### src/rtl/control_sequencer.sv
// Hardwired Moore control sequencer for the 3-bus datapath.
// Each instruction is fetched (T0-T2) and then executed (T3-T7). The
// control strobes depend only on the current state and the IR opcode.
// Memory reads and writes stay asserted until mem_done arrives. A bounded
// wait counter sends the sequencer to HALT if memory never answers.
module control_sequencer #(
    parameter int REG_SIZE    = 32,
    parameter int MEM_TIMEOUT = 16
) (
    input  logic                clk,
    input  logic                reset_n,
    input  logic                run,
    input  logic [REG_SIZE-1:0] ir,
    input  logic                mem_done,
    output logic                gra,
    output logic                grb,
    output logic                grc,
    output logic                r_in,
    output logic                r_out,
    output logic                ba_out,
    output logic                pc_out,
    output logic                pc_in,
    output logic                inc_pc,
    output logic                mar_in,
    output logic                mdr_in,
    output logic                mdr_out,
    output logic                ir_in,
    output logic                y_in,
    output logic                z_in,
    output logic                zlo_out,
    output logic                c_out,
    output logic [3:0]          alu_op,
    output logic                read,
    output logic                write,
    output logic                mem_src,
    output logic                halted,
    output logic                illegal,
    output logic                mem_err
);

    localparam int CNT_W = $clog2(MEM_TIMEOUT + 1);

    localparam logic [3:0] S_IDLE = 4'd0;
    localparam logic [3:0] S_T0   = 4'd1;
    localparam logic [3:0] S_T1   = 4'd2;
    localparam logic [3:0] S_T2   = 4'd3;
    localparam logic [3:0] S_T3   = 4'd4;
    localparam logic [3:0] S_T4   = 4'd5;
    localparam logic [3:0] S_T5   = 4'd6;
    localparam logic [3:0] S_T6   = 4'd7;
    localparam logic [3:0] S_T7   = 4'd8;
    localparam logic [3:0] S_HALT = 4'd9;

    localparam logic [4:0] OP_LD   = 5'b00000;
    localparam logic [4:0] OP_LDI  = 5'b00001;
    localparam logic [4:0] OP_ST   = 5'b00010;
    localparam logic [4:0] OP_ADD  = 5'b00011;
    localparam logic [4:0] OP_SUB  = 5'b00100;
    localparam logic [4:0] OP_AND  = 5'b00101;
    localparam logic [4:0] OP_OR   = 5'b00110;
    localparam logic [4:0] OP_ADDI = 5'b01100;
    localparam logic [4:0] OP_ANDI = 5'b01101;
    localparam logic [4:0] OP_ORI  = 5'b01110;
    localparam logic [4:0] OP_NOP  = 5'b11000;
    localparam logic [4:0] OP_HALT = 5'b11011;

    localparam logic [3:0] ALU_ADD = 4'd0;
    localparam logic [3:0] ALU_SUB = 4'd1;
    localparam logic [3:0] ALU_AND = 4'd2;
    localparam logic [3:0] ALU_OR  = 4'd3;
    localparam logic [3:0] ALU_INC = 4'd4;

    logic [3:0]       state;
    logic [3:0]       next_state;
    logic [3:0]       end_state;
    logic [CNT_W-1:0] wait_cnt;
    logic [CNT_W-1:0] next_cnt;
    logic [4:0]       opcode;
    logic             ir_unused;
    logic             is_rtype;
    logic             is_itype;
    logic             is_ldi;
    logic             is_ld;
    logic             is_st;
    logic             is_halt;
    logic             is_known;
    logic [3:0]       exec_alu;
    logic             mem_wait;
    logic             at_limit;
    logic             timeout;

    // Only the opcode field steers the sequencer. The register fields are decoded downstream.
    assign opcode    = ir[REG_SIZE-1 -: 5];
    assign ir_unused = ^ir[REG_SIZE-6:0];

    assign is_rtype = (opcode == OP_ADD) || (opcode == OP_SUB) ||
                      (opcode == OP_AND) || (opcode == OP_OR);
    assign is_itype = (opcode == OP_ADDI) || (opcode == OP_ANDI) || (opcode == OP_ORI);
    assign is_ldi   = (opcode == OP_LDI);
    assign is_ld    = (opcode == OP_LD);
    assign is_st    = (opcode == OP_ST);
    assign is_halt  = (opcode == OP_HALT);
    assign is_known = is_rtype || is_itype || is_ldi || is_ld || is_st || is_halt ||
                      (opcode == OP_NOP);

    // ALU operation used in T4. Loads and stores use ADD to form the address.
    always_comb begin
        exec_alu = ALU_ADD;
        case (opcode)
            OP_SUB:          exec_alu = ALU_SUB;
            OP_AND, OP_ANDI: exec_alu = ALU_AND;
            OP_OR,  OP_ORI:  exec_alu = ALU_OR;
            default:         exec_alu = ALU_ADD;
        endcase
    end

    // Memory wait bookkeeping. The counter is zero in the first cycle of every wait state.
    assign mem_wait = (state == S_T1) || ((state == S_T6) && is_ld) ||
                      ((state == S_T7) && is_st);
    assign at_limit = (wait_cnt == CNT_W'(MEM_TIMEOUT - 1));
    assign timeout  = mem_wait && !mem_done && at_limit;
    assign next_cnt = (mem_wait && !mem_done && !at_limit) ? wait_cnt + 1'b1 : '0;
    assign end_state = run ? S_T0 : S_IDLE;

    // Next-state sequencing through fetch, execute and the memory handshakes
    always_comb begin
        next_state = state;
        case (state)
            S_IDLE: next_state = run ? S_T0 : S_IDLE;
            S_T0:   next_state = S_T1;
            S_T1: begin
                if (mem_done)     next_state = S_T2;
                else if (timeout) next_state = S_HALT;
            end
            S_T2:   next_state = S_T3;
            S_T3: begin
                if (is_halt)
                    next_state = S_HALT;
                else if (is_rtype || is_itype || is_ldi || is_ld || is_st)
                    next_state = S_T4;
                else
                    next_state = end_state;
            end
            S_T4:   next_state = S_T5;
            S_T5:   next_state = (is_ld || is_st) ? S_T6 : end_state;
            S_T6: begin
                if (!is_ld)       next_state = S_T7;
                else if (mem_done) next_state = S_T7;
                else if (timeout)  next_state = S_HALT;
            end
            S_T7: begin
                if (!is_st)        next_state = end_state;
                else if (mem_done) next_state = end_state;
                else if (timeout)  next_state = S_HALT;
            end
            S_HALT: next_state = S_HALT;
            default: next_state = S_IDLE;
        endcase
    end

    // State, wait counter and sticky memory-timeout flag
    always_ff @(posedge clk or negedge reset_n) begin
        if (!reset_n) begin
            state    <= S_IDLE;
            wait_cnt <= '0;
            mem_err  <= 1'b0;
        end else begin
            state    <= next_state;
            wait_cnt <= next_cnt;
            if (timeout) mem_err <= 1'b1;
        end
    end

    // Moore output decode from the current state and the opcode
    always_comb begin
        gra = 1'b0; grb = 1'b0; grc = 1'b0;
        r_in = 1'b0; r_out = 1'b0; ba_out = 1'b0;
        pc_out = 1'b0; pc_in = 1'b0; inc_pc = 1'b0;
        mar_in = 1'b0; mdr_in = 1'b0; mdr_out = 1'b0; ir_in = 1'b0;
        y_in = 1'b0; z_in = 1'b0; zlo_out = 1'b0; c_out = 1'b0;
        alu_op = ALU_ADD;
        read = 1'b0; write = 1'b0; mem_src = 1'b0;
        halted = 1'b0; illegal = 1'b0;
        case (state)
            S_T0: begin
                pc_out = 1'b1; mar_in = 1'b1; inc_pc = 1'b1; z_in = 1'b1;
                alu_op = ALU_INC;
            end
            S_T1: begin
                zlo_out = 1'b1; read = 1'b1; mem_src = 1'b1; mdr_in = 1'b1;
                pc_in   = (wait_cnt == '0);
            end
            S_T2: begin
                mdr_out = 1'b1; ir_in = 1'b1;
            end
            S_T3: begin
                if (is_rtype || is_itype) begin
                    grb = 1'b1; r_out = 1'b1; y_in = 1'b1;
                end else if (is_ldi || is_ld || is_st) begin
                    grb = 1'b1; ba_out = 1'b1; y_in = 1'b1;
                end
                illegal = !is_known;
            end
            S_T4: begin
                if (is_rtype) begin
                    grc = 1'b1; r_out = 1'b1; z_in = 1'b1; alu_op = exec_alu;
                end else if (is_itype || is_ldi || is_ld || is_st) begin
                    c_out = 1'b1; z_in = 1'b1; alu_op = exec_alu;
                end
            end
            S_T5: begin
                zlo_out = 1'b1;
                if (is_ld || is_st) mar_in = 1'b1;
                else begin
                    gra = 1'b1; r_in = 1'b1;
                end
            end
            S_T6: begin
                mdr_in = 1'b1;
                if (is_ld) begin
                    read = 1'b1; mem_src = 1'b1;
                end else begin
                    gra = 1'b1; r_out = 1'b1;
                end
            end
            S_T7: begin
                if (is_st) write = 1'b1;
                else if (is_ld) begin
                    mdr_out = 1'b1; gra = 1'b1; r_in = 1'b1;
                end
            end
            S_HALT: halted = 1'b1;
            default: ;
        endcase
    end

endmodule

### config.mk
export PLATFORM = sky130hd
export DESIGN_NAME = control_sequencer
export DESIGN_NICKNAME = d
export VERILOG_FILES = /design/src/rtl/control_sequencer.sv
export SDC_FILE = /design/constraint.sdc
export NUM_CORES = 1
export LEC_CHECK = 0
export BUFFER_PORTS_ARGS = -buffer_cell sky130_fd_sc_hd__buf_4
export CAP_MARGIN = 40
export CELL_PAD_IN_SITES_DETAIL_PLACEMENT = 0
export CELL_PAD_IN_SITES_GLOBAL_PLACEMENT = 1
export CORE_AREA = 2 2 64 66
export DETAILED_ROUTE_END_ITERATION = 7
export DIE_AREA = 0 0 66 68
export PLACE_DENSITY_LB_ADDON = 0.05
export SYNTH_ARGS = -nofsm -noshare
export SYNTH_HDL_FRONTEND = slang
export SYNTH_SLANG_ARGS = --single-unit
### constraint.sdc
create_clock -name clk -period 2.2 [get_ports clk]
set_clock_uncertainty 0.1 [all_clocks]
set_input_delay 0.22 -clock clk [delete_from_list [all_inputs] [get_ports clk]]
set_output_delay 0.22 -clock clk [all_outputs]
set_load 0.03 [all_outputs]
* Word-level counts from Yosys, hierarchy flattened
Cells that the tools add are included.
Operators by class: add/sub/neg operators 1, $mul 0, divide/modulo/power cells 0, $lt $le $gt $ge 0, equal/unequal tests 21, shift operators 0, muxes and demuxes 49, bitwise gates (word level) 0, reductions and logical operators 34
Operators with widths (count):
- 4-bit one-hot mux with 10 select lines | 1
- 4-bit two-way mux | 9
- 1-bit two-way mux | 27
- 5-bit by 4-bit == test with 1-bit output (second input constant) | 4
- 1-bit logical OR | 19
- 4-bit by 3-bit == test with 1-bit output (second input constant) | 4
- 5-bit by 3-bit == test with 1-bit output (second input constant) | 3
- 5-bit by 2-bit == test with 1-bit output (second input constant) | 2
- 5-bit == test (second input constant) | 2
- 5-bit logical NOT | 2
- 1-bit one-hot mux with 2 select lines | 5
- 4-bit by 2-bit == test with 1-bit output (second input constant) | 2
- 4-bit == test (second input constant) | 2
- 4-bit one-hot mux with 2 select lines | 1
- 2-bit OR reduction | 4
- 3-bit two-way mux | 2
- 1-bit one-hot mux with 3 select lines | 2
- 2-bit one-hot mux with 3 select lines | 1
- 5-bit by 1-bit adder with 5-bit output (second input constant) | 1
- 5-bit by 1-bit == test with 1-bit output (second input constant) | 1
- 1-bit logical AND | 5
- 5-bit two-way mux | 1
- 4-bit by 1-bit == test with 1-bit output (second input constant) | 1
- 4-bit logical NOT | 1
- 1-bit logical NOT | 3
Storage, ports and cells: flip-flop bits (word level) 10, latch bits 0, bits in writable memories 0, ROM bits 0, input port bits 36, output and inout bits 27, logic and storage cells 108, memories kept 0

* Depth between registers and ports, before layout
depth in word-level cells 12, depth in mapped cells 7, depth with buffers taken out 6

* Worst setup path before layout
No wires, ideal clock.
kind reg-to-output, start register state[1], end output illegal, arrival 2.503 ns, required time 1.880 ns, slack -0.623 ns, stages on the path, launching flop included 4, buffers on the path 1, cells stage by stage dfrtp_1 buf_4 or3_1 a2111oi_0
On the way: word-level cells in the longest chain between the ends 2
Ends and longest elaborated chain:
- start: declaration | RTL line 73 | logic [3:0] state;
- start signal: assignment | RTL line 168 | state <= next_state;
- 4-bit by 3-bit == test with 1-bit output | RTL line 184 | case (state)
- 1-bit two-way mux | RTL line 184
- end: declaration | RTL line 37 | output logic illegal,
Every way passes these cells.

* Final worst setup path
start register state[2], end output gra
On the way: word-level cells in the longest chain between the ends 2, elaborated cells on any way between the ends 4, those cells by class eq/ne: 3; mux: 1
Ends and longest elaborated chain:
- 4-bit == test / 4-bit by 3-bit == test with 1-bit output (equally long branches) | RTL line 184
- 1-bit one-hot mux with 3 select lines (*) | RTL line 184
- end: declaration | RTL line 15 | output logic gra,
Mark *: on every way between the ends. The rest lies on a longest branch, timed or not.

==> impl_metrics.ini <==
[run_status]
outcome = finished clean

[critical_path]
reg2reg_depth = 4
path_max_fanout = 8
critPathKind = flip-flop to primary output
start_kind = flip-flop
arrival_ns = 1.79
end_kind = primary output
crit_required_ns = 1.88

[min_path]
hp-class = primary input to flip-flop
holdPathStages = 2

[final_layout]
finalNetCount = 227
diodes = 0
final_core_util = 0.4088
multi_input_area_um2 = 740.7
register_area_um2 = 252.7
nFillCells = 420
syn_to_final_growth_pct = 42.53
drive_above_1_share = 0.4011

[placement]
dpl.hpwl_um = 2588
place_congestion = 0.7555
io_buffers = 34

[floorplanning]
core.rowCount = 23
io_pins = 63
start_util = 0.2868
die_y_um = 68
dieArea_mm2 = 0.004488
fp.dieW_um = 66
core_area_mm2 = 0.003856

[grt]
grt_pass1_wl_um = 5375
grt_pass1_vias = 1134
antenna_found_initial = 0
overflow = 0
grt_use_total = 0.1520
grt_start_max_net_pins = 14

[clock_tree]
cts_buffer_depth = 2
ctsHtreeMaxLevel = 1
cts_inserted_buffers = 3
cts_root_buf = clkbuf_8
clk_pin_slew_ns = 0.05
clock_latency_ns = 0.23
cts.sink_count = 10
cts_tree = yes

[yosys]
synth_edf_count = 0
ys.flop_type = dfrtp_1
synth-warning-count = 0
synth_fa_ha_area_frac = 0.03394
avgSynthCellArea_um2 = 7.576
synth-simple-area-share = 0.3450
muxShareOfSynthArea = 0.01810
syn-num-nets = 185
yosysSeqAreaShare = 0.2262
synthCells = 146
yosysUniqueCellTypes = 50
synth_compound_area_frac = 0.2081
ys_seq_elements = 10
syn_area_mm2 = 0.001106
synth_async_sr_flop_share = 1.000
synth-xor-area-share = 0.03167
synth_top_family_by_area = simple AND/OR/NAND/NOR gates

[drt]
viasPerCell = 5.093
ant_nets = 0
routed_wl_um = 3309
dr.pass1.iters = 4
drtIter0Drc = 60
vias = 1207
wl_per_cell_um = 13.96
drc_errors = 0

[sta]
worst_slew_pin_slew_ns = 0.5255
max_freq_mhz = 474.9
layout_worst_path_cycle_share = 0.9572
setup_viol = 0
slew_violations = 0
slew_headroom = 0.6497
rsz0062_at_grt = false
finalHoldViolations = 0
finalCriticalPeriod_ns = 2.106

[flow_run]
maxCapViolations = 0

[pwr]
power_density_mw_per_mm2 = 1032
leakagePower_uw = 0.0006936
power_uw = 1627
vdd_drop_max_mv = 0.4261
-- critical path, cell delays in order (launching register included) --
cell      delay (ns)
dfrtp_1         0.42
buf_6           0.16
nand2b_1        0.15
or4_4           0.43
a21oi_4         0.14
nand2b_4        0.13
buf_6           0.12
-- cell usage after synthesis (2+ instances only) --
| master | number | area, um^2 |
|---|---|---|
| a211oi_1 | 3 | 22.52 |
| a21oi_1 | 9 | 45.04 |
| a311oi_1 | 2 | 17.52 |
| a31oi_1 | 3 | 18.77 |
| buf_4 | 10 | 75.07 |
| clkbuf_1 | 5 | 18.77 |
| dfrtp_1 | 10 | 250.2 |
| ha_1 | 3 | 37.54 |
| inv_1 | 10 | 37.54 |
| mux2i_1 | 2 | 20.02 |
| nand2_1 | 8 | 30.03 |
| nand2b_1 | 6 | 37.54 |
| nand3_1 | 4 | 20.02 |
| nor2_1 | 10 | 37.54 |
| nor2b_1 | 2 | 12.51 |
| nor3_1 | 11 | 55.05 |
| nor4_1 | 4 | 25.02 |
| o21ai_0 | 4 | 20.02 |
| o31ai_1 | 2 | 15.01 |
| or2_2 | 3 | 18.77 |
| or3_1 | 3 | 18.77 |
| or4_4 | 2 | 22.52 |
| xnor2_1 | 3 | 26.28 |
-- through the flow --
stage	hold WS (ns)	cells	setup TNS [ns]	instance area, um^2	setup slack, ns
floorplan	-0.1756	146	-0.01129	1131	-0.01129
global placement	-0.04463	226	0	1449	0.08275
detailed placement	-0.03703	226	0	1449	0.07770
CTS	0.1223	231	0	1514	0.002317
global route	0.1291	237	0	1577	0.01117
finish	0.1264	237	0	1577	0.09421
-- cell families after synthesis --
family | after synthesis
compound gates | 34
simple gates | 65
buf+inv | 27
other cells | 1
flops | 10
fa+ha+maj | 3
xor+xnor | 4
mux | 2
-- path summary, 6_finish.rpt --
path | slack, ns | endpoint | start
setup / recovery | 0.09 | gra | state[2]
hold / removal | 0.13 | wait_cnt[4] | mem_done
setup reg to reg | 0.19 | state[3] | state[0]
hold reg to reg | 0.38 | mem_err | mem_err
max in group asynchronous | 1.60 | state[1] | reset_n
min in group asynchronous | 0.24 | mem_err | reset_n
-- metal layers --
metal | global-route usage | vias to the layer above | wire (um)
met5 | 0 | - | 0
met4 | 0.05612 | 0 | 29
met3 | 0.01151 | 4 | 128
met2 | 0.2702 | 28 | 1674
met1 | 0.1934 | 566 | 1476
li1 | - | 609 | -
-- layout by cell type (no fill, tap or decap), types with 8 or more instances in the layout --
cell type  synthesis  layout
nor3_1            11      11
buf_4             10      50
dfrtp_1           10       8
a21oi_1            9       8
nand2_1            8       8
nor2_1            10      10
inv_1             10      10
-- report_power, final --
part | switching [uW] | internal, uW
logic | 644 | 491
clock network | 68.2 | 157
registers | 46.4 | 221
-- flip-flops by register name, indices dropped and copies added, names as in the netlist --
register  flops
state         4
mem_err       1
wait_cnt      5
-- repair_timing --
item	in CTS	in global routing
setup endpoints to repair	0	2
hold buffers	1	0
buffers inserted	0	6
hold endpoints to repair	10	0
resized for setup	0	7
-- layout make-up --
cell class / count / area share
Multi-Input combinational cell: 109 / 0.4698
Timing Repair Buffer: 54 / 0.2714
Sequential cell: 10 / 0.1603
Tap cell: 50 / 0.03968
Clock buffer: 4 / 0.03492
Inverter: 10 / 0.02381
Power figures use the tool's default switching activity.
